File: config.mk
export PLATFORM = sky130hd
export DESIGN_NAME = mult_div_unit
export DESIGN_NICKNAME = d
export VERILOG_FILES = /design/src/rtl/mult_div_unit.sv
export SDC_FILE = /design/constraint.sdc
export NUM_CORES = 1
export LEC_CHECK = 0
export CAP_MARGIN = 20
export CORE_ASPECT_RATIO = 0.7
export CORE_MARGIN = 2
export CORE_UTILIZATION = 50
export DETAILED_ROUTE_END_ITERATION = 6
export DONT_BUFFER_PORTS = 1
export GPL_TIMING_DRIVEN = 0
export MAX_ROUTING_LAYER = met4
export PLACE_DENSITY = 0.67
export SLEW_MARGIN = 20
export SYNTH_ARGS = -nofsm -noshare
export SYNTH_HDL_FRONTEND = slang
export SYNTH_SLANG_ARGS = --single-unit
File: constraint.sdc
create_clock -name clk -period 20.8 [get_ports clk]
set_input_delay 4.16 -clock clk [delete_from_list [all_inputs] [get_ports clk]]
set_output_delay 4.16 -clock clk [all_outputs]
set_load 0.02 [all_outputs]
File: src/rtl/mult_div_unit.sv
// Iterative MULT/MULTU/DIV/DIVU unit owning HI/LO; one shift-add or restoring-divide step per cycle.
// busy is high for WIDTH cycles after the accept cycle and done pulses the cycle after; start is ignored while iterating.
module mult_div_unit #(
  parameter int WIDTH = 32
) (
  input  logic             clk,
  input  logic             reset,
  input  logic             start,
  input  logic [1:0]       op,
  input  logic [WIDTH-1:0] in1,
  input  logic [WIDTH-1:0] in2,
  input  logic             hi_we,
  input  logic             lo_we,
  input  logic [WIDTH-1:0] wdata,
  output logic             busy,
  output logic             done,
  output logic [WIDTH-1:0] hi,
  output logic [WIDTH-1:0] lo
);

  localparam int CW = (WIDTH > 1) ? $clog2(WIDTH) : 1;

  typedef enum logic [1:0] {IDLE, CALC, DONE} state_t;

  state_t           state;
  logic [CW-1:0]    cnt;
  logic             is_div;
  logic             neg1, neg2;
  logic [WIDTH-1:0] a, b;
  logic [WIDTH-1:0] acc_hi, acc_lo;

  logic [WIDTH-1:0]   abs1, abs2;
  logic [WIDTH:0]     madd, dtrial;
  logic [WIDTH-1:0]   nxt_hi, nxt_lo;
  logic [2*WIDTH-1:0] prod;
  logic [WIDTH-1:0]   res_hi, res_lo;

  always_comb begin
    abs1 = (!op[0] && in1[WIDTH-1]) ? -in1 : in1;
    abs2 = (!op[0] && in2[WIDTH-1]) ? -in2 : in2;

    // Multiply: acc_lo holds the shrinking multiplier, acc_hi the partial sum.
    // Divide: acc_lo shifts the dividend out and quotient bits in, acc_hi is the remainder.
    madd   = {1'b0, acc_hi} + (acc_lo[0] ? {1'b0, a} : '0);
    dtrial = {acc_hi, acc_lo[WIDTH-1]} - {1'b0, b};
    if (is_div) begin
      nxt_hi = dtrial[WIDTH] ? {acc_hi[WIDTH-2:0], acc_lo[WIDTH-1]} : dtrial[WIDTH-1:0];
      nxt_lo = {acc_lo[WIDTH-2:0], ~dtrial[WIDTH]};
    end else begin
      nxt_hi = madd[WIDTH:1];
      nxt_lo = {madd[0], acc_lo[WIDTH-1:1]};
    end

    prod = {nxt_hi, nxt_lo};
    if (neg1 ^ neg2) prod = -prod;

    if (!is_div) begin
      res_hi = prod[2*WIDTH-1:WIDTH];
      res_lo = prod[WIDTH-1:0];
    end else if (b == '0) begin
      res_hi = neg1 ? -a : a;
      res_lo = '1;
    end else begin
      res_hi = neg1 ? -nxt_hi : nxt_hi;
      res_lo = (neg1 ^ neg2) ? -nxt_lo : nxt_lo;
    end
  end

  always_ff @(posedge clk or posedge reset) begin
    if (reset) begin
      state  <= IDLE;
      cnt    <= '0;
      is_div <= 1'b0;
      neg1   <= 1'b0;
      neg2   <= 1'b0;
      a      <= '0;
      b      <= '0;
      acc_hi <= '0;
      acc_lo <= '0;
      busy   <= 1'b0;
      done   <= 1'b0;
      hi     <= '0;
      lo     <= '0;
    end else begin
      busy <= (state == CALC);
      done <= (state == DONE);

      // busy trails state by one cycle, so gating on both blocks writes for the whole busy window.
      if (state != CALC && !busy) begin
        if (hi_we) hi <= wdata;
        if (lo_we) lo <= wdata;
      end

      case (state)
        IDLE, DONE: begin
          if (start) begin
            state  <= CALC;
            cnt    <= '0;
            is_div <= op[1];
            neg1   <= !op[0] && in1[WIDTH-1];
            neg2   <= !op[0] && in2[WIDTH-1];
            a      <= abs1;
            b      <= abs2;
            acc_hi <= '0;
            acc_lo <= op[1] ? abs1 : abs2;
          end else begin
            state <= IDLE;
          end
        end
        CALC: begin
          acc_hi <= nxt_hi;
          acc_lo <= nxt_lo;
          cnt    <= cnt + 1'b1;
          if (cnt == CW'(WIDTH - 1)) begin
            state <= DONE;
            hi    <= res_hi;
            lo    <= res_lo;
          end
        end
        default: state <= IDLE;
      endcase
    end
  end

endmodule

# After elaboration in Yosys (flattened, before gate mapping)

Index checks and enable logic that the tools add are counted.

Memories kept: 0
Output and inout port bits: 66
Memory bits (read-only): 0
Bits in registers: 204
Bits in writable memories: 0
Logic and storage cells: 73
Input port bits: 103
Bits in latches: 0

Equality and inequality tests: 6
Muxes and demuxes: 32
Divide/modulo/power cells: 0
Bitwise operators: 2
Magnitude comparators: 0
Shifts and indexed selects: 0
$mul: 0
Reductions and logical operators: 11
$add $sub $neg: 9

Operators by type and width:

| kind                                                 | count |
|---|---|
| 2-to-1 mux 32 bit                                    | 24 |
| negator 32 bit                                       | 5 |
| case mux 32 bit (2 select lines)                     | 2 |
| 2-to-1 mux 64 bit                                    | 1 |
| negator 64 bit                                       | 1 |
| adder 32 x 32 -> 33 bit                              | 1 |
| subtractor 33 x 32 -> 33 bit                         | 1 |
| zero test 32 bit                                     | 1 |
| case mux 5 bit (2 select lines)                      | 1 |
| adder 5 x 1 -> 5 bit (second input constant)         | 1 |
| equality test 5 bit (second input constant)          | 1 |
| 2-to-1 mux 5 bit                                     | 1 |
| != test 2 x 1 -> 1 bit (second input constant)       | 2 |
| case mux 2 bit (2 select lines)                      | 1 |
| AND reduction 2 bit                                  | 2 |
| logical AND 1 bit                                    | 3 |
| equality test 2 x 1 -> 1 bit (second input constant) | 1 |
| equality test 2 bit (second input constant)          | 1 |
| zero test 1 bit                                      | 2 |
| zero test 2 bit                                      | 1 |
| 2-to-1 mux 2 bit                                     | 1 |
| != test 2 bit (second input constant)                | 1 |
| nonzero test 2 bit                                   | 1 |
| OR reduction 2 bit                                   | 1 |
| 3 further kinds                                      | 3 |

# Logic depth before layout (Yosys ltp)

Depth after elaboration: 9
Gate-level depth with buffers: 25
Mapped depth without buffers: 22

# Least setup slack after synthesis

Ideal clock, no wire load.

Kind: input -> register
Start: input port in2[4]
End: register acc_lo[29]
Stages: 12
Arrival: 6.645 ns
Slack: 14.012 ns
Buffers on the path: 0
Library setup time: 0.142 ns
Data required time: 20.658 ns
Cell sequence: or4_1 > nor4_1 > nand2_1 > or2_2 > nor2b_1 > and2_1 > nand2_1 > o41ai_1 > xor2_1 > nor2_1 > a21oi_1 > o221ai_1

Cells in the longest elaborated chain, start to end: 5

RTL lines:

| item                             | line | text |
|---|---|---|
| from (decl)                      | 11   | `input logic [WIDTH-1:0] in2,` |
| negator 32 bit                   | 40   | `abs2 = (!op[0] && in2[WIDTH-1]) ? -in2 : in2;` |
| 2-to-1 mux 32 bit                | 40   |  |
| 2-to-1 mux 32 bit                | 105  | `acc_lo <= op[1] ? abs1 : abs2;` |
| 2-to-1 mux 32 bit                | 96   | `if (start) begin` |
| case mux 32 bit (2 select lines) | 94   | `case (state)` |
| to (signal assigned)             | 105  |  |
| to (signal assigned)             | 112  | `acc_lo <= nxt_lo;` |
| to (decl)                        | 30   | `logic [WIDTH-1:0] acc_hi, acc_lo;` |

Every way passes these cells. The select of a mux whose other input is x is not followed.
A chain may end at the register's enable or synchronous reset.

# Worst setup path after layout

Start: register acc_lo[31]
End: register hi[18]

Cells in the longest elaborated chain, start to end: 9
Elaborated cells on any way between the ends: 13
Classes of those cells: 3 x add/sub; 9 x mux; 1 x bitwise

RTL lines:

| item                         | line | text |
|---|---|---|
| subtractor 33 x 32 -> 33 bit | 45   | `dtrial = {acc_hi, acc_lo[WIDTH-1]} - {1'b0, b};` |
| 2-to-1 mux 32 bit            | 47   | `nxt_hi = dtrial[WIDTH] ? {acc_hi[WIDTH-2:0], acc_lo[WIDTH-1]} : dtrial[WIDTH-1:0];` |
| 2-to-1 mux 32 bit            | 46   | `if (is_div) begin` |
| negator 32 bit               | 64   | `res_hi = neg1 ? -nxt_hi : nxt_hi;` |
| 2-to-1 mux 32 bit            | 64   |  |
| 2-to-1 mux 32 bit            | 60   | `end else if (b == '0) begin` |
| 2-to-1 mux 32 bit *          | 57   | `if (!is_div) begin` |
| 2-to-1 mux 32 bit *          | 114  | `if (cnt == CW'(WIDTH - 1)) begin` |
| 2-to-1 mux 32 bit *          | 94   |  |
| to (signal assigned)         | 90   | `if (hi_we) hi <= wdata;` |
| to (signal assigned)         | 116  | `hi <= res_hi;` |
| to (decl)                    | 17   | `output logic [WIDTH-1:0] hi,` |

Every way passes the cells marked *; elsewhere a longest branch is shown, timed or not.

==> metrics.yaml <==
outcome: "finished with violations"
failed_checks: "DRC"
ys.flop_type: "dfrtp_1"
maxSlewHeadroom_pct: 15.8
setup_violations: 0
vias: 21100
grt_max_degree: 95
place.gp.congestion: 1.06
antenna_found_initial: 7
grt_usage_pct: 46.0
critPathKind: "flip-flop to flip-flop"
wirelength_um: 90100
die_w_um: 236
syn_avg_cell_area_um2: 7.77
grt_pass1_wl_um: 130000
synth_edf_count: 0
required_ps: 21270
cts_root_buffer: "clkbuf_16"
ys_seq_elements: 204
cts_resized: 0
yosysSeqAreaShare_pct: 27.2
grt_pass1_vias: 19600
die_h_um: 166
cts_made_buffers: 24
cts_tree: "yes"
cts.path.max_buffers: 3
cp-start-kind: "flip-flop"
ctsHoldBuffers: 0
drv_cap: 0
syn_nets: 2595
area_growth_pct: 8.21
r2r_setup_slack_ps: 12700
ios: 169
core.rowCount: 59
h-tree-depth: 1
drt_pass1_iterations: 7
io_buffers: 0
gr-total-overflow: 0
netlist_area_um2: 18800
end_kind: "flip-flop"
postCtsSetupRepairBufs: 0
design.die.area_um2: 39200
synth.distinct_cells: 100
cts_sinks: 204
hpwl_um: 72800
drive_above_1_share_pct: 4.91
num-nets-final: 2623
worstMarginPinSlew_ps: 1250
wl_per_cell_um: 30.5
period_share_pct: 39.0
layout_min_cycle_time_ps: 8100
hold_path.class: "flip-flop to flip-flop"
antenna_left: 0
synthArstFlopShare_pct: 100
initial_core_util_pct: 50.6
hold_viol: 0
fin_setup_tns_ps: 0
coreArea_um2: 37100
report.final.slew_viol_count: 0
clk_latency_ps: 570
via_per_inst: 7.13
drt_iter0_drc: 3299
netlist_instances: 2419
clk_pin_slew_worst_paths_ps: 60
yosysWarningCount: 0
fmax_ghz: 0.123
clock_skew_ps: 22.7
drc: 7
rsz0062_at_grt: "false"
cp_max_fo: 10
worstPathArrival_ps: 8570
through the flow:
| stage | worst slack [ps] | cells | util [%] | instance area, µm² | hold WS, ps |
|---|---|---|---|---|---|
| 2_1_floorplan | 11070 | 2419 | - | 18800 | 439 |
| 3_3_place_gp | 8700 | 2907 | 52.3 | 19400 | 468 |
| 6_report | 12700 | 2957 | 54.8 | 20300 | 493 |
| 5_1_grt | 12440 | 2956 | 54.8 | 20300 | 501 |
| 3_5_place_dp | 12970 | 2909 | 52.5 | 19500 | 478 |
| 4_1_cts | 12900 | 2953 | 54.8 | 20300 | 490 |
cells by family after synthesis:
group	synth area share (%)
and+or+nand+nor	23.3
xor gates and xnor gates	8.71
AOI/OAI and AO/OA	26.9
buffers and inverters	4.53
DFF	27.2
muxes	4.46
adders and majority gates	4.94
synth_stat cells (8+ instances only):
cell	instances	share of area, %
a2111oi_0	8	0.37
a211oi_1	23	0.92
a21o_1	30	1.2
a21oi_1	157	4.2
a221o_1	16	0.85
a22o_1	17	0.79
a22oi_1	16	0.64
a31oi_1	34	1.1
a32oi_1	21	0.98
and2_1	54	1.8
and3_1	27	0.90
and4_1	8	0.37
buf_1	15	0.30
buf_2	21	0.56
clkbuf_1	103	2.1
dfrtp_1	204	27
ha_1	71	4.7
inv_1	72	1.4
mux2i_1	77	4.1
nand2_1	390	7.8
nand2b_1	22	0.73
nand3_1	30	0.80
nand4_1	21	0.70
nor2_1	170	3.4
nor2b_1	9	0.30
nor3_1	62	1.7
nor3b_1	9	0.36
nor4_1	35	1.2
o211ai_1	25	1.0
o21a_1	18	0.72
o21ai_0	191	5.1
o221ai_1	28	1.3
o22ai_1	9	0.30
o31ai_1	34	1.4
o41ai_1	9	0.42
or2_2	10	0.33
or3_1	25	0.83
or4_1	13	0.52
xnor2_1	98	4.6
xor2_1	89	4.1
path summary, 6_finish.rpt:
| kind | from | end | cells past startpoint |
|---|---|---|---|
| worst max register to register | acc_lo[31]$_DFFE_PP0P_ | hi[18]$_DFF_PP0_ | 22 |
| worst max-delay path | acc_lo[31]$_DFFE_PP0P_ | hi[18]$_DFF_PP0_ | 22 |
| min in group asynchronous | reset | b[11]$_DFFE_PP0P_ | 1 |
| max in group asynchronous | reset | hi[25]$_DFF_PP0_ | 3 |
| worst min register to register | cnt[3]$_DFFE_PP0P_ | cnt[3]$_DFFE_PP0P_ | 1 |
| worst min-delay path | cnt[3]$_DFFE_PP0P_ | cnt[3]$_DFFE_PP0P_ | 1 |
state kept, by name (all words and copies together), names as in the netlist:
| signal | flops |
|---|---|
| neg1 | 1 |
| state | 2 |
| a | 32 |
| done | 1 |
| lo | 32 |
| neg2 | 1 |
| is_div | 1 |
| acc_hi | 32 |
| hi | 32 |
| acc_lo | 32 |
| b | 32 |
| busy | 1 |
| cnt | 5 |
layer usage:
| metal | part of all wire [%] | GRT usage, % | vias up | wire, µm |
|---|---|---|---|---|
| met4 | 4.8 | 17.4 | 0 | 4290 |
| li1 | - | - | 8962 | - |
| met5 | 0 | - | - | 0 |
| met3 | 14 | 16.5 | 287 | 13000 |
| met2 | 40 | 62.8 | 1573 | 35800 |
| met1 | 41 | 61.9 | 10300 | 37100 |
layout by cell type, fill, tap and decap left out, drive strengths merged, types with 54 or more instances in the layout:
cell type,Yosys,routed
nand2,391,391
clkbuf,103,138
inv,72,75
and2,54,54
mux2i,77,77
xnor2,98,98
a21oi,157,157
xor2,89,89
o21ai,196,196
ha,71,71
dfrtp,204,204
nor2,170,170
nor3,64,64
cell type report:
class | instances | area (µm²)
sequential | 204 | 5100
inverter | 73 | 282
tap | 488 | 611
multi-input combinational | 2000 | 12800
antenna | 4 | 10.0
buffer | 142 | 579
clock buffer | 34 | 678
fill | 3582 | 16800
clock inverter | 10 | 176
timing repair buffer | 2 | 55.1
worst max-delay path: stages, from the launching register on:
cell and delay, ps:
dfrtp_1 500, inv_1 100, ha_1 150, inv_1 50
fa_1 420, a211oi_1 330, o211ai_2 160, a41oi_4 350
o2111a_2 360, a2111oi_2 130, buf_2 300, a21oi_1 680
ha_1 360, o2111ai_1 230, nor3_1 320, nand3_1 290
nor3_1 1050, nand2_1 350, nor4bb_1 1110, a31o_2 320
o22a_1 140, a21oi_1 70, a221oi_1 210
Power is not shown: default switching activity piles up to over one toggle a cycle in this logic, so the estimate is an artifact.
